`src/rtl/mem_stage.sv`:
```
// MEM pipeline stage: drives a req/ack data-memory port, resolves branches,
// stalls upstream while a load/store is outstanding and registers MEM/WB fields.
module mem_stage #(
  parameter int DATA_W  = 32,
  parameter int REG_W   = 4,
  parameter int BT_W    = 64,
  parameter int TIMEOUT = 16
) (
  input  logic              step_clk,
  input  logic              reset,
  input  logic [BT_W-1:0]   branch_target_in,
  input  logic [DATA_W-1:0] alu_result_in,
  input  logic              alu_zero_in,
  input  logic [DATA_W-1:0] read_data2_in,
  input  logic [REG_W-1:0]  write_reg_in,
  input  logic [1:0]        wb_in,
  input  logic [2:0]        m_in,
  output logic              dmem_req,
  output logic              dmem_we,
  output logic [DATA_W-1:0] dmem_addr,
  output logic [DATA_W-1:0] dmem_wdata,
  input  logic [DATA_W-1:0] dmem_rdata,
  input  logic              dmem_ack,
  output logic              stall,
  output logic              pc_src,
  output logic [BT_W-1:0]   branch_target_out,
  output logic [DATA_W-1:0] read_data_out,
  output logic [DATA_W-1:0] alu_result_out,
  output logic [REG_W-1:0]  write_reg_out,
  output logic [1:0]        wb_out,
  output logic              misalign,
  output logic              bus_err
);

  localparam int CNT_W = (TIMEOUT > 2) ? $clog2(TIMEOUT) : 1;

  typedef enum logic {IDLE, BUSY} state_e;

  state_e             state_q, state_d;
  logic [CNT_W-1:0]   cnt_q, cnt_d;
  logic               req_q, req_d;
  logic               we_q, we_d;
  logic [DATA_W-1:0]  addr_q, addr_d;
  logic [DATA_W-1:0]  wdata_q, wdata_d;
  logic [DATA_W-1:0]  rdata_q, rdata_d;
  logic [DATA_W-1:0]  alu_q, alu_d;
  logic [REG_W-1:0]   wreg_q, wreg_d;
  logic [1:0]         wb_q, wb_d;
  logic               mis_q, mis_d;
  logic               berr_q, berr_d;
  logic               stall_c;

  logic mem_op, aligned;
  assign mem_op  = m_in[1] | m_in[0];
  assign aligned = (alu_result_in[1:0] == 2'b00);

  always_comb begin
    state_d = state_q;
    cnt_d   = cnt_q;
    req_d   = req_q;
    we_d    = we_q;
    addr_d  = addr_q;
    wdata_d = wdata_q;
    rdata_d = rdata_q;
    alu_d   = alu_q;
    wreg_d  = wreg_q;
    wb_d    = wb_q;
    mis_d   = 1'b0;
    berr_d  = 1'b0;
    stall_c = 1'b0;
    case (state_q)
      IDLE: begin
        if (!mem_op) begin
          alu_d   = alu_result_in;
          wreg_d  = write_reg_in;
          wb_d    = wb_in;
          rdata_d = '0;
        end else if (!aligned) begin
          alu_d   = alu_result_in;
          wreg_d  = write_reg_in;
          wb_d    = 2'b00;
          rdata_d = '0;
          mis_d   = 1'b1;
        end else begin
          // Issue: latch the request; read+write together counts as a write.
          stall_c = 1'b1;
          addr_d  = alu_result_in;
          wdata_d = read_data2_in;
          we_d    = m_in[0];
          req_d   = 1'b1;
          cnt_d   = '0;
          wb_d    = 2'b00;
          state_d = BUSY;
        end
      end
      BUSY: begin
        if (dmem_ack) begin
          rdata_d = we_q ? '0 : dmem_rdata;
          alu_d   = alu_result_in;
          wreg_d  = write_reg_in;
          wb_d    = wb_in;
          req_d   = 1'b0;
          cnt_d   = '0;
          state_d = IDLE;
        end else if (cnt_q == CNT_W'(TIMEOUT - 1)) begin
          // Abort: release upstream and drop the instruction's writeback.
          rdata_d = '0;
          wb_d    = 2'b00;
          req_d   = 1'b0;
          cnt_d   = '0;
          berr_d  = 1'b1;
          state_d = IDLE;
        end else begin
          stall_c = 1'b1;
          cnt_d   = cnt_q + CNT_W'(1);
          wb_d    = 2'b00;
        end
      end
      default: state_d = IDLE;
    endcase
  end

  always_ff @(posedge step_clk) begin
    if (reset) begin
      state_q <= IDLE;
      cnt_q   <= '0;
      req_q   <= 1'b0;
      we_q    <= 1'b0;
      addr_q  <= '0;
      wdata_q <= '0;
      rdata_q <= '0;
      alu_q   <= '0;
      wreg_q  <= '0;
      wb_q    <= 2'b00;
      mis_q   <= 1'b0;
      berr_q  <= 1'b0;
    end else begin
      state_q <= state_d;
      cnt_q   <= cnt_d;
      req_q   <= req_d;
      we_q    <= we_d;
      addr_q  <= addr_d;
      wdata_q <= wdata_d;
      rdata_q <= rdata_d;
      alu_q   <= alu_d;
      wreg_q  <= wreg_d;
      wb_q    <= wb_d;
      mis_q   <= mis_d;
      berr_q  <= berr_d;
    end
  end

  assign stall             = stall_c;
  assign pc_src            = m_in[2] & alu_zero_in & ~stall_c;
  assign branch_target_out = branch_target_in;
  assign dmem_req          = req_q;
  assign dmem_we           = we_q;
  assign dmem_addr         = addr_q;
  assign dmem_wdata        = wdata_q;
  assign read_data_out     = rdata_q;
  assign alu_result_out    = alu_q;
  assign write_reg_out     = wreg_q;
  assign wb_out            = wb_q;
  assign misalign          = mis_q;
  assign bus_err           = berr_q;

endmodule

```
`config.mk`:
```
export PLATFORM = sky130hd
export DESIGN_NAME = mem_stage
export DESIGN_NICKNAME = d
export VERILOG_FILES = /design/src/rtl/mem_stage.sv
export SDC_FILE = /design/constraint.sdc
export NUM_CORES = 1
export LEC_CHECK = 0
export CAP_MARGIN = 20
export CELL_PAD_IN_SITES_DETAIL_PLACEMENT = 1
export CELL_PAD_IN_SITES_GLOBAL_PLACEMENT = 2
export CORE_MARGIN = 2
export CORE_UTILIZATION = 17
export DETAILED_ROUTE_END_ITERATION = 16
export PLACE_DENSITY = 0.78
export SKIP_LAST_GASP = 1
export SYNTH_ARGS = -nofsm -noshare
export SYNTH_HDL_FRONTEND = slang
export SYNTH_SLANG_ARGS = --single-unit
```
`constraint.sdc`:
```
create_clock -name step_clk -period 1.68 [get_ports step_clk]
set_clock_uncertainty 0.15 [all_clocks]
set_input_delay 0.336 -clock step_clk [delete_from_list [all_inputs] [get_ports step_clk]]
set_output_delay 0.336 -clock step_clk [all_outputs]
set_load 0.1 [all_outputs]
```
==> key figures <==
Clocking
  – Clock slew at reported path FFs: 0.06 ns
  – Inserted Clock Buffers: 17
  – CTS Sinks: about 140
  – Clock buffer depth: 2
  – H-tree Lvls: 4
  – Post-CTS Hold Buffers: 0
  – Clock Tree Root: clkbuf_16
  – CTS tree: done
  – Latest clock arrival within the worst-skew pair: 0.43 ns

Critical path
  – Crit path max-delay cell type: dfxtp_2
  – Critical path, cell by cell: ha_4 -> nand3_4 -> a22o_4 -> nor2_4 -> buf_12
  – RR Endpoint: read_data_out[12]$_SDFFE_PP0P_
  – Reg2reg start: cnt_q[1]$_SDFFE_PP0P_
  – Crit. End Element: output port
  – FF-to-FF setup slack: -0.18 ns
  – Startpoint Class: flip-flop
  – Req. time, crit path: about 1.2 ns
  – Crit path max-delay family: flip-flops
  – Buf/Inv on CP: 1
  – Crit-path max FO: 3
  – Crit path largest cell delay: roughly 0.35 ns
  – Length in cells of the worst reg-to-reg path: 6
  – Critical Path AT: ~1.6 ns
  – Setup Crit Path Kind: flip-flop to output port

Drt
  – Pre-Repair DR Iteration Count: 4
  – Routed wire length: 23.0 mm
  – Residual DRC count: 0
  – Wire length per cell: between 15 and 20 um
  – Vias: approximately 5400
  – Antenna Nets Post-Route: 0
  – Avg Vias per Cell: between 4 and 5
  – Initial DRC Count: roughly 170

Yosys
  – Sequential area share after synthesis: 0.488
  – Cell area after synthesis: between 5000 and 6000 sq um
  – Number of flops mapped to enable cells by yosys: 0
  – Post-synthesis register bit count: 143
  – Top_reg_cell synth: dfxtp_1
  – FFs w/ async S/R, synth: 0
  – Netlist cell types: 36
  – Mux contribution to synthesized area: 0.0580
  – Yosys warnings: 0
  – Syn Inst Count: 640
  – Mean post-synth cell area: a little over 9 sq um
  – Compound-gate portion of the synthesized area: 0.183
  – Largest family of logic cells by synthesized area: compound AO/OA/AOI/OAI gates
  – Xor/xnor share of the synthesized area: 0
  – Mapped Nets: approximately 810
  – Simple-gate area share of the yosys netlist: 0.128
  – Synth Area in Adders: 0.00213

Layout
  – Post-layout util: 0.314
  – Final #Nets: about 1000
  – Most common cell after layout, fill and taps aside: buf_12
  – Layout cells sized above 1: 0.280
  – Antenna Cells: 0
  – Area growth, synth to finish: 83.8%
  – Final instance area: roughly 11000 sq um
  – Most frequent cells in the layout: 153 x buf_12, 139 x dfxtp_1, 105 x clkdlybuf4s50_1

Timing
  – Hold Vio Cnt, Final: 0
  – Period utilization: 1.24
  – Crit path time final: 2.08 ns
  – Worst Slack Setup Final: -0.405 ns
  – Max-slew headroom: 0.673
  – RSZ-0062 raised after global routing: yes
  – Max Clock Freq: roughly 480 MHz
  – Max Transition Viols Final: 0
  – Slew @ Worst Pin: about 0.49 ns
  – Setup Viol. Count Final: 34

Floorplan
  – Cell Rows: 68
  – Starting Density: 0.171
  – Die H: 190 um
  – Die area: 36000 sq um
  – Core Region: around 34000 sq um
  – Die X: around 190 um
  – Num ports: 377

Power and ir drop
  – P_leak: just over 4 nW
  – Worst vdd ir: 0.649 mV
  – Pwr Density: 945 nW/um^2

Placement
  – Port Buf Inserts: between 200 and 250
  – Dpl hpwl: roughly 16 mm
  – Placed cell areas: between 9000 and 10000 sq um
  – Place WS: -0.488 ns
  – Gpl congestion: just under 0.7

Global route
  – Initial antenna violation count: 0
  – First-pass GRT wire length: around 34 mm
  – Total Routing Usage GR: 0.126
  – GRT Residual Overflow: 0
  – Largest net degree at the start of global routing: between 60 and 70
  – Vias in the first global route: 5800

Run
  – Max Cap Viol: 0

Min path
  – Worst Hold Class: primary input to flip-flop
  – Worst hold endpoint: dmem_we$_SDFFE_PP0P_
  – Worst hold start: m_in[0]
  – Hold Path Cell Cnt: 4

Outcome
  – Failing checks: negative setup slack
  – Outcome: finished with violations
## cells in the mapped netlist, types with 3 or more instances
cell / number / area (sq um)
a21oi_1: 68 / 340
a32o_1: 32 / 320
and2_1: 3 / 18.8
buf_12: 3 / 60.1
buf_2: 14 / 70.1
buf_4: 64 / 480
buf_6: 6 / 67.6
clkbuf_1: 35 / 131
dfxtp_1: 143 / 2860
mux2i_1: 34 / 340
nand2_1: 76 / 285
nand3_1: 65 / 325
nand3b_1: 3 / 22.5
nor2_1: 4 / 15.0
o21ai_0: 54 / 270
o21ai_1: 12 / 60.1
## logic make-up after synthesis
kind of cell / count (synthesis)
AOI/OAI and AO/OA: 176
and+or+nand+nor: 161
DFF: 143
buffers and inverters: 125
muxes: 34
adders and majority gates: 1
## repair_timing
action | 4_1_cts | 5_1_grt
gates cloned | 2 | 3
pin swaps | 10 | 1
buffers inserted | 2 | 3
setup endpoints to repair | 32 | 57
resized for setup | 12 | 7
## through the flow
step | hold WS [ns] | std cells | setup TNS (ns) | total power (W)
detailed placement | 0.336 | 1257 | -52.60 | 0.00644
global placement | 0.329 | 1257 | -48.14 | 0.00641
CTS | 0.276 | 1293 | -5.58 | 0.0103
global route | 0.243 | 1297 | -3.99 | 0.0107
floorplan | 0.306 | 640 | -0.400 | 0.00593
finish | 0.239 | 1297 | -2.69 | 0.0102
## worst min-delay path: cells and delay by family
kind | cells | cell delay [ns]
buffers and inverters | 2 | 0.31
and+or+nand+nor | 1 | 0.06
AOI/OAI and AO/OA | 1 | 0.06
## power breakdown
part           switching, W  internal (W)
sequential         0.000154       0.00354
combinational       0.00166       0.00108
clock               0.00166       0.00210
## cell type report
type | count | area [sq um]
fillers | 3755 | 23500
inverters | 2 | 8.76
multi-input cells | 372 | 2260
clock buffers | 18 | 439
clock inverters | 14 | 130
repair buffers | 293 | 4500
flip-flops and latches | 143 | 2870
well taps | 455 | 569
## worst max path at each step
stage / from / end / slack, ns / cells after the start
after floorplan: cnt_q[1]$_SDFFE_PP0P_ / pc_src / -0.40 / 6
after global placement: dmem_ack / pc_src / -0.50 / 5
after detailed placement: dmem_ack / pc_src / -0.49 / 5
after CTS: cnt_q[1]$_SDFFE_PP0P_ / pc_src / -0.46 / 5
after global routing: cnt_q[0]$_SDFFE_PP0P_ / pc_src / -0.47 / 5
final: cnt_q[1]$_SDFFE_PP0P_ / pc_src / -0.40 / 5
## metal layers
layer / GRT usage / up-vias / part of all wire
met1: 0.136 / 2622 / 0.40
met3: 0.0439 / 33 / 0.069
met5: 0 / - / 0
met4: 0.0513 / 0 / 0.023
met2: 0.223 / 156 / 0.51
li1: - / 2570 / -
## flip-flops by register name, indices dropped and copies added, names as in the netlist
name            cells
alu_result_out     32
bus_err             1
cnt_q               4
dmem_addr          32
dmem_req            1
dmem_wdata         32
dmem_we             1
misalign            1
read_data_out      32
state_q             1
wb_out              2
write_reg_out       4
(Power assumes the default switching activity.)
